===== src/rtl/rf_pkg.sv =====
// rf_pkg: shared register-file address and write-enable types
package rf_pkg;
    localparam int REG_ADDR_W = 5;
    localparam int NUM_REGS = 32;
    typedef logic [REG_ADDR_W-1:0] reg_addr_t;
    typedef logic [NUM_REGS-1:0] reg_onehot_t;
endpackage


===== src/rtl/decoder_5_32.sv =====
// decoder_5_32: register address to one-hot register select
module decoder_5_32
    import rf_pkg::*;
(
    input  reg_addr_t   i_addr,
    output reg_onehot_t o_onehot
);
    assign o_onehot = reg_onehot_t'(1) << i_addr;
endmodule


===== src/rtl/regfile_write_arbiter.sv =====
// regfile_write_arbiter: round-robin share of the register-file write port with a busy scoreboard
module regfile_write_arbiter
    import rf_pkg::*;
#(
    parameter int XLEN = 32,
    parameter int CNT_W = 16
) (
    input  logic              clk,
    input  logic              rst_n,
    input  logic              req0_valid,
    input  reg_addr_t         req0_rd,
    input  logic [XLEN-1:0]   req0_data,
    output logic              req0_ready,
    input  logic              req1_valid,
    input  reg_addr_t         req1_rd,
    input  logic [XLEN-1:0]   req1_data,
    output logic              req1_ready,
    input  logic              rsv_valid,
    input  reg_addr_t         rsv_rd,
    output reg_onehot_t       wr_we,
    output reg_addr_t         wr_addr,
    output logic [XLEN-1:0]   wr_data,
    output reg_onehot_t       busy,
    output logic [CNT_W-1:0]  conflict_cnt
);
    logic             r_rr_ptr;
    reg_onehot_t      r_wr_we;
    reg_addr_t        r_wr_addr;
    logic [XLEN-1:0]  r_wr_data;
    reg_onehot_t      r_busy;
    logic [CNT_W-1:0] r_conflict_cnt;
    logic             w_grant0;
    logic             w_grant1;
    logic             w_grant;
    reg_addr_t        w_rd;
    logic [XLEN-1:0]  w_data;
    reg_onehot_t      w_dec;
    reg_onehot_t      w_set;
    reg_onehot_t      w_clr;

    assign w_grant0 = req0_valid && (!req1_valid || !r_rr_ptr);
    assign w_grant1 = req1_valid && (!req0_valid || r_rr_ptr);
    assign w_grant = w_grant0 || w_grant1;
    assign w_rd = w_grant1 ? req1_rd : req0_rd;
    assign w_data = w_grant1 ? req1_data : req0_data;
    assign req0_ready = rst_n && w_grant0;
    assign req1_ready = rst_n && w_grant1;
    // x0 reservations are dropped so busy[0] can never be set
    assign w_set = (rsv_valid && rsv_rd != '0) ? (reg_onehot_t'(1) << rsv_rd) : '0;
    assign w_clr = w_grant1 ? (reg_onehot_t'(1) << req1_rd) : '0;

    decoder_5_32 u_dec (
        .i_addr  (w_rd),
        .o_onehot(w_dec)
    );

    // Register the winning write and hand the round-robin turn to the loser
    always_ff @(posedge clk) begin
        if (!rst_n) begin
            r_rr_ptr  <= 1'b0;
            r_wr_we   <= '0;
            r_wr_addr <= '0;
            r_wr_data <= '0;
        end else begin
            r_wr_we <= (w_grant && w_rd != '0) ? w_dec : '0;
            if (w_grant) begin
                r_rr_ptr  <= w_grant0;
                r_wr_addr <= w_rd;
                r_wr_data <= w_data;
            end
        end
    end

    // Track registers awaiting a requester-1 write; a same-cycle set beats the clear
    always_ff @(posedge clk) begin
        if (!rst_n) r_busy <= '0;
        else r_busy <= (r_busy & ~w_clr) | w_set;
    end

    // Count contention cycles, sticking at the top value
    always_ff @(posedge clk) begin
        if (!rst_n) r_conflict_cnt <= '0;
        else if (req0_valid && req1_valid && r_conflict_cnt != '1) r_conflict_cnt <= r_conflict_cnt + 1'b1;
    end

    assign wr_we = r_wr_we;
    assign wr_addr = r_wr_addr;
    assign wr_data = r_wr_data;
    assign busy = r_busy;
    assign conflict_cnt = r_conflict_cnt;

    a_req0_hold: assert property (@(posedge clk) disable iff (!rst_n)
        (req0_valid && !req0_ready) |=> (req0_valid && $stable(req0_rd) && $stable(req0_data)));
    a_req1_hold: assert property (@(posedge clk) disable iff (!rst_n)
        (req1_valid && !req1_ready) |=> (req1_valid && $stable(req1_rd) && $stable(req1_data)));
endmodule


===== config.mk =====
export PLATFORM = sky130hd
export DESIGN_NAME = regfile_write_arbiter
export DESIGN_NICKNAME = d
export VERILOG_FILES = /design/src/rtl/rf_pkg.sv /design/src/rtl/decoder_5_32.sv /design/src/rtl/regfile_write_arbiter.sv
export SDC_FILE = /design/constraint.sdc
export NUM_CORES = 1
export LEC_CHECK = 0
export CAP_MARGIN = 20
export CORE_UTILIZATION = 35
export CTS_CLUSTER_DIAMETER = 40
export DETAILED_ROUTE_END_ITERATION = 16
export PLACE_DENSITY_LB_ADDON = 0.12
export SETUP_SLACK_MARGIN = 0.15
export SLEW_MARGIN = 20
export SYNTH_ARGS = -nofsm -noshare
export SYNTH_HDL_FRONTEND = slang
export SYNTH_SLANG_ARGS = --single-unit

===== constraint.sdc =====
create_clock -name clk -period 2 [get_ports clk]
set_input_delay 0.5 -clock clk [delete_from_list [all_inputs] [get_ports clk]]
set_output_delay 0.5 -clock clk [all_outputs]
set_load 0.02 [all_outputs]

Word level (Yosys, flattened, before mapping)
Cells that the tools add are included.
{ "totals": {"regBits": 118, "input_bits": 84, "out_inout_bits": 119, "wordCells": 35} }
{ "op_classes": {"addsub": 1, "eq_ne": 1, "shift": 3, "n_mux": 4, "n_bitwise": 3, "n_reduce_logical": 17} }
{ "op_table": {"columns": ["operator", "count"], "rows": [
  ["32-bit two-way mux", 3],
  ["1-bit by 5-bit << shifter with 32-bit output, first input constant", 3],
  ["32-bit AND", 1],
  ["32-bit NOT", 1],
  ["32-bit bitwise OR", 1],
  ["16-bit by 1-bit adder with 16-bit output, second input constant", 1],
  ["16-bit != test, second input constant", 1],
  ["5-bit nonzero test", 2],
  ["1-bit logical AND", 8],
  ["5-bit two-way mux", 1],
  ["1-bit zero test", 3],
  ["1-bit logical OR", 3],
  ["2-bit AND reduction", 1]
]} }

Logic depth before layout (Yosys ltp)
Gate-level depths: netlist (run 1).
{ "logic_depth": {"word_depth": 7, "mapped_depth": 9, "depth_no_buf": 5} }

Hierarchy
A second synthesis (run 1) with hierarchy kept.
{ "unflattened": {"hier_cells": 621, "hier_area_um2": 5501.5} }
{ "modules_own_cells": {"columns": ["mod", "instances", "cells_each", "area_each_um2", "seq_area_each_um2"], "rows": [
  ["regfile_write_arbiter", 1, 574, 5287.6, 2362.3],
  ["decoder_5_32", 1, 47, 214.0, 0.0]
]} }

Worst setup path before layout (run 1)
OpenSTA, ideal clock, no wires.
{ "synth_timing": {"path_type": "reg-to-reg", "startpoint": "register r_conflict_cnt[5] (netlist: conflict_cnt[5])", "endpoint": "register r_conflict_cnt[13] (netlist: conflict_cnt[13])", "setup_time_ns": 0.070, "arrival_time_ns": 1.923, "required_ns": 1.930, "slack_ns": 0.007, "stages_incl_launch_ff": 5, "n_path_buf": 0, "synth_period_minus_slack_ns": 1.993, "cell_sequence": "dfxtp_1 -> nand4_2 -> or4_4 -> or4_1 -> a21oi_1"} }
{ "synth_between": {"elab_chain_cells": 2, "word_cells_on_any_way": 3, "classes_between": "1 x add/sub; 1 x eq/ne; 1 x reduce/logical"} }
{ "synth_rtl": {"columns": ["item", "line_no", "rtl"], "rows": [
  ["from (decl)", "regfile_write_arbiter.sv:31", "logic [CNT_W-1:0] r_conflict_cnt;"],
  ["from (signal assigned)", "regfile_write_arbiter.sv:83", "else if (req0_valid && req1_valid && r_conflict_cnt != '1) r_conflict_cnt <= r_conflict_cnt + 1'b1;"],
  ["parallel branches: the longest is 2 deep, another holds 16-bit by 1-bit adder with 16-bit output", null, null]
]} }
Parallel ways; which one is timed is not known.
A chain may end at the register's enable or synchronous reset.

Worst setup path in the final report (run 1)
Ends and elaborated chain as after synthesis.

==> flow_summary.yaml, run 1 <==
die:
  die_area_um2: 13900
  initial_core_util_pct: 36.6
  core_um2: 12800
  die_w_um: 118
  num_rows: 41
  die_h_um: 118
  io_pins: 203
worst_setup_path:
  startpoint_type: "flop"
  cp_data_required_time_ns: 2.33
  worstSetupPathType: "flop to flop"
  critPathSlowestCell: "or4_4"
  reg2reg_slack_ns: 0.17
  critPathBufInv: 0
  critPathCaptureType: "flop"
  worstPathArrival_ns: 2.15
  path_cells: "nand4_2, or4_4, or4_1, a21oi_1"
  cp_max_fo: 7
  crit_family: "simple AND/OR/NAND/NOR gates"
  reg2reg_depth: 4
  slowest_delay_ns: 0.57
  r2r_end: "conflict_cnt[13]"
  rr_startpoint: "conflict_cnt[5]"
clock_network:
  worstSkewPairLatency_ns: 0.41
  cts_buffer_depth: 2
  htree_num_levels: 4
  cts_buffers: 17
  cts_root_buf: "clkbuf_16"
  cts_resized: 99
  cts_hold_buf: 0
  clkTransAtPathRegs_ns: 0.06
  cts_tree: "yes"
  postCtsSetupBuffers: 0
  cts.sinks: 118
min_path:
  holdPathEnd: "wr_data[12]"
  min_from: "wr_data[12]"
  min_path_cells: 2
  hp-class: "flop to flop"
sta:
  hold_viol: 0
  worstMarginPinSlew_ns: 0.561
  postLayoutSetupSlackWorst_ns: 0.174
  holdWs_ns: 0.446
  clock_skew_ns: 0.0128
  setup_viol: 0
  post-route-period-util_pct: 91.3
  finalCriticalPeriod_ns: 1.83
  slew_violations: 0
  rsz0062_at_grt: "yes"
  fmax_ghz: 0.548
  slew_headroom_pct: 62.6
routing:
  wire_per_inst_um: 16.0
  postRouteAntennaNets: 0
  num_vias: 4854
  dr.pass1.iters: 5
  wl_um: 14900
  drt_iter0_drc: 277
  route.detailed.drc: 0
  top_layer_used: "met5"
  m1WireLength_um: 6410
  met3_length_um: 997
  wl_met2_um: 7200
  routed_via_density: 5.22
final_layout:
  final_area_um2: 7780
  nets: 831
  seq_area_um2: 2370
  synthToLayoutAreaGrowth_pct: 65.7
  num_antenna_cells: 0
  fin_cells: 930
  drive_gt1_share_pct: 12.9
  multi_input_area_um2: 2210
  final_util_pct: 60.7
  fill_cells: 1163
place:
  gp_congestion: 0.878
  placed_cell_area_um2: 7210
  place_ws_ns: -0.473
  portBuffers: 202
  dpl.hpwl_um: 10900
  dp_cells: 899
logic_synthesis:
  yosysTopAreaCell: "dfxtp_1"
  synth_common_cells: "dfxtp_1, o21ai_0, nand2_1"
  yosysSeqAreaShare_pct: 50.3
  synthDistinctLibCells: 47
  synth_ff_type: "dfxtp_1"
  synth_area_leaders: "dfxtp_1, mux2i_1, o21ai_0"
  netlist.area_leader.share_pct: 50.3
  syn_avg_cell_area_um2: 9.15
  synth_edf_count: 0
  synthArstFlopShare_pct: 0
  yosysWarnings: 0
  syn-cell-area_um2: 4700
  synth_most_common_cell: "dfxtp_1"
  syn_inst: 513
  synth_seq_cells: 118
  syn_nets: 598
job:
  maxCapViolations: 0
grt:
  track_usage_pct: 21.5
  grt_max_degree: 42
  grt_pass1_vias: 4690
  antenna_found_initial: 2
  grt-ovfl-total: 0
  grt_first_pass_wirelength_um: 23600
outcome:
  status: "finished, final reports clean"
power:
  p_leak_nw: 3.49
  peakVddDrop_mv: 0.703
  cellPowerDensity_nw_per_um2: 822
[registers in the layout (all words and copies together) (netlist names)]
| register | count |
|---|---|
| wr_we | 32 |
| wr_addr | 5 |
| busy | 32 |
| conflict_cnt | 16 |
| wr_data | 32 |
| r_rr_ptr | 1 |
[cell usage in the layout (no fill, tap or decap), types with 2 or more instances in the layout]
cell type        synthesis  layout
and3_1                   3       3
a211oi_1                 3       3
o211ai_1                27      27
nor3_1                  37      36
bufinv_16                0       4
dlygate4sd2_1            0      88
inv_6                    0       2
inv_1                    8       8
nor4_2                   0       2
clkbuf_1                19       2
a31oi_2                  0       3
nand3b_1                 5       5
buf_4                    1      38
o31ai_1                 11      11
dfxtp_2                  0       7
a31oi_1                  8       5
clkinv_2                 0       3
nand4_1                  7       7
clkdlybuf4s50_1          0      94
nor2b_1                  3       3
nor2_1                   5       5
nand2b_1                 6       6
nand4b_1                 5       5
dfxtp_1                118     111
clkinv_4                 0       2
or3b_2                   2       2
or3_1                    4       4
nand3_1                 11      10
a21oi_1                 20      20
dlymetal6s2s_1           0      18
clkbuf_16                0      17
o22ai_1                  4       4
mux2i_1                 37      37
o21ai_0                 67      67
buf_12                   0       5
a21o_1                   2       2
or4_1                   10      10
nand2_1                 61      60
[report_power, final]
group          internal (mW)  switching, mW  leakage, nW
combinational          0.374          0.411         2.23
clock                   2.08           1.06        0.298
sequential              2.43         0.0380        0.965
total                   4.89           1.51         3.49
[tightest hold or removal path: stages, from the launching register on]
cell	delay (ns)
dfxtp_1	0.32
nand2_1	0.04
o21ai_0	0.05
[cells by family (layout without fill, tap and decap cells)]
family,count (synthesis),in the layout,synth area share (%)
flops,118,118,50.3
simple gates,169,169,18.9
mux,37,37,7.89
other cells,1,1,0.0799
compound gates,147,147,18.7
buf+inv,40,285,3.86
fa+ha+maj,1,1,0.266
[cell type report]
| type | count | share of cell area, % |
|---|---|---|
| Multi-Input combinational cell | 355 | 28.4 |
| Tap cell | 172 | 2.77 |
| Timing Repair Buffer | 245 | 30.1 |
| Sequential cell | 118 | 30.5 |
| Clock buffer | 19 | 5.56 |
| Clock inverter | 12 | 2.28 |
| Inverter | 9 | 0.434 |
[worst max path at each step]
stage,startpoint,end,depth (start not counted)
4_1_cts,wr_we[24],wr_we[24],1
6_report,conflict_cnt[5],conflict_cnt[13],4
3_3_place_gp,req0_valid,conflict_cnt[13],6
2_1_floorplan,conflict_cnt[10],conflict_cnt[13],5
5_1_grt,conflict_cnt[5],conflict_cnt[13],4
3_5_place_dp,req0_valid,conflict_cnt[13],6
[per-stage QoR]
| stage | TNS [ns] | total power, mW |
|---|---|---|
| 2_1_floorplan | 0 | 2.89 |
| 3_3_place_gp | -21.13 | 3.34 |
| 3_5_place_dp | -24.66 | 3.35 |
| 4_1_cts | 0 | 6.45 |
| 5_1_grt | 0 | 6.63 |
| 6_report | 0 | 6.39 |
[per-layer routing]
metal,vias up,track usage [%]
met5,-,0
met4,2,8.81
met3,24,7.03
met2,178,35.7
met1,2282,25.4
li1,2368,-
Power figures use the tool's default switching activity.
==> inputs of run 2 (changes only) <==
DONT_BUFFER_PORTS = 1   (was not set)
clock period = 1.9 ns   (was 2 ns; I/O delays follow)
==> flow_summary.yaml, run 2 (synthesized netlist as in run 1, its figures left out) <==
sta:
  clock_skew_ns: 0.0105
  finalCriticalPeriod_ns: 1.74
  tns_ns: 0
  postLayoutSetupSlackWorst_ns: 0.164
  fmax_ghz: 0.576
  post-route-period-util_pct: 91.4
  rsz0062_at_grt: "yes"
  hold_viol: 0
  slew_violations: 0
  setup_viol: 0
min_path:
  min_path_cells: 2
  min_from: "rst_n"
  hp-class: "primary input to flop"
  holdPathEnd: "conflict_cnt[11]"
worst_setup_path:
  critPathCaptureType: "flop"
  r2r_end: "conflict_cnt[14]"
  worstPathArrival_ns: 2.08
  startpoint_type: "flop"
  cp_data_required_time_ns: 2.24
  reg2reg_slack_ns: 0.16
  reg2reg_depth: 4
  worstSetupPathType: "flop to flop"
  cp_max_fo: 6
  rr_startpoint: "conflict_cnt[6]"
routing:
  wire_per_inst_um: 18.9
  drt_iter0_drc: 264
  num_vias: 3993
  routed_via_density: 5.59
  wl_um: 13500
  dr.pass1.iters: 4
  route.detailed.drc: 0
  postRouteAntennaNets: 0
job:
  maxCapViolations: 0
final_layout:
  final_util_pct: 45.3
  final_common_cell: "dfxtp_1"
  nets: 614
  drive_gt1_share_pct: 17.3
  fin_cells: 714
  fill_cells: 1240
  synthToLayoutAreaGrowth_pct: 23.6
  num_antenna_cells: 0
  layout_common_cells: "dfxtp_1, o21ai_0, nand2_1"
power:
  power_mw: 6.65
  peakVddDrop_mv: 0.524
  p_comb_share_pct: 5.3
  p_leak_nw: 2.02
  cellPowerDensity_nw_per_um2: 1150
  power.switching_mw: 1.52
  seqPwrFrac_pct: 40.8
  intPower_mw: 5.13
  pwr-share-clk_pct: 53.9
  p_sw_share_pct: 22.9
outcome:
  status: "finished, final reports clean"
grt:
  track_usage_pct: 19.8
  grt_max_degree: 45
  grt_first_pass_wirelength_um: 21500
  grt_pass1_vias: 3855
  grt-ovfl-total: 0
  antenna_found_initial: 0
die:
  die_w_um: 118
  core_um2: 12800
  die_area_um2: 13900
  initial_core_util_pct: 36.6
  num_rows: 41
  die_h_um: 118
  io_pins: 203
clock_network:
  cts_root_buf: "clkbuf_16"
  cts.sinks: 118
  worstSkewPairLatency_ns: 0.42
  cts_tree: "yes"
  cts_buffers: 17
  cts_buffer_depth: 2
  clkTransAtPathRegs_ns: 0.05
  htree_num_levels: 4
place:
  dpl.hpwl_um: 9480
  portBuffers: 0
  dp_cells: 680
  gp_congestion: 0.804
  place_ws_ns: 0.119
[run 2: changes by cell type in the layout (fill, tap and decap cells not counted), sizes merged, moves of 2 or more]
cell | before | now
dlygate4sd2 | 88 | 0
dlymetal6s2s | 18 | 0
buf | 45 | 28
clkbuf | 19 | 21
clkdlybuf4s50 | 94 | 0
inv | 11 | 9
[run 2: layout make-up]
type	count	area, µm²	area share (%)
clock buffer	21	470	8.11
clock inverter	11	196	3.38
inverter	9	33.8	0.582
multi-input combinational	355	2280	39.2
sequential	118	2380	41.0
tap	172	215	3.71
timing repair buffer	28	230	3.97
[run 2: power by group through the flow]
stage                     combinational [mW]  clock [mW]  sequential [mW]
after floorplan                        0.308           0             2.74
after global placement                 0.343           0             2.76
after detailed placement               0.350           0             2.76
after CTS                              0.355        3.64             2.71
after global routing                   0.394        3.77             2.72
final                                  0.354        3.58             2.71
[run 2: critical path, stage by stage, from the launching register on]
cell     delay [ns]
dfxtp_4        0.41
nand4_4        0.11
or4_4          0.51
or4_1          0.51
a21oi_1        0.13
[run 2: per-layer routing]
| layer | track usage, % | vias to the layer above | share of wire, % |
|---|---|---|---|
| met5 | 0 | - | 0 |
| met4 | 8.41 | 0 | 1.4 |
| met3 | 7.32 | 16 | 8.5 |
| met2 | 30.7 | 146 | 47 |
| met1 | 24.5 | 1896 | 43 |
| li1 | - | 1935 | - |
[run 2: timing repair]
action | CTS | global route
hold buffers | 0 | 0
gates resized for setup | 6 | 8
pin swaps | 1 | 0
buffers inserted | 1 | 1
setup endpoints to repair | 3 | 35
[run 2: how the worst max path moves through the flow]
stage,slack (ns),start,cells after the start,endpoint
after floorplan,0.11,req0_valid,5,conflict_cnt[14]
after global routing,0.1,conflict_cnt[0],5,conflict_cnt[6]
after detailed placement,0.12,conflict_cnt[6],4,conflict_cnt[14]
after global placement,0.11,conflict_cnt[6],4,conflict_cnt[14]
after CTS,0.16,conflict_cnt[6],4,conflict_cnt[14]
final,0.16,conflict_cnt[6],4,conflict_cnt[14]
[run 2: metrics by stage]
stage	hold slack (ns)	cell area, µm²
floorplan	0.487	4850
global placement	0.508	5070
detailed placement	0.516	5070
CTS	0.204	5770
global route	0.220	5800
finish	0.227	5800
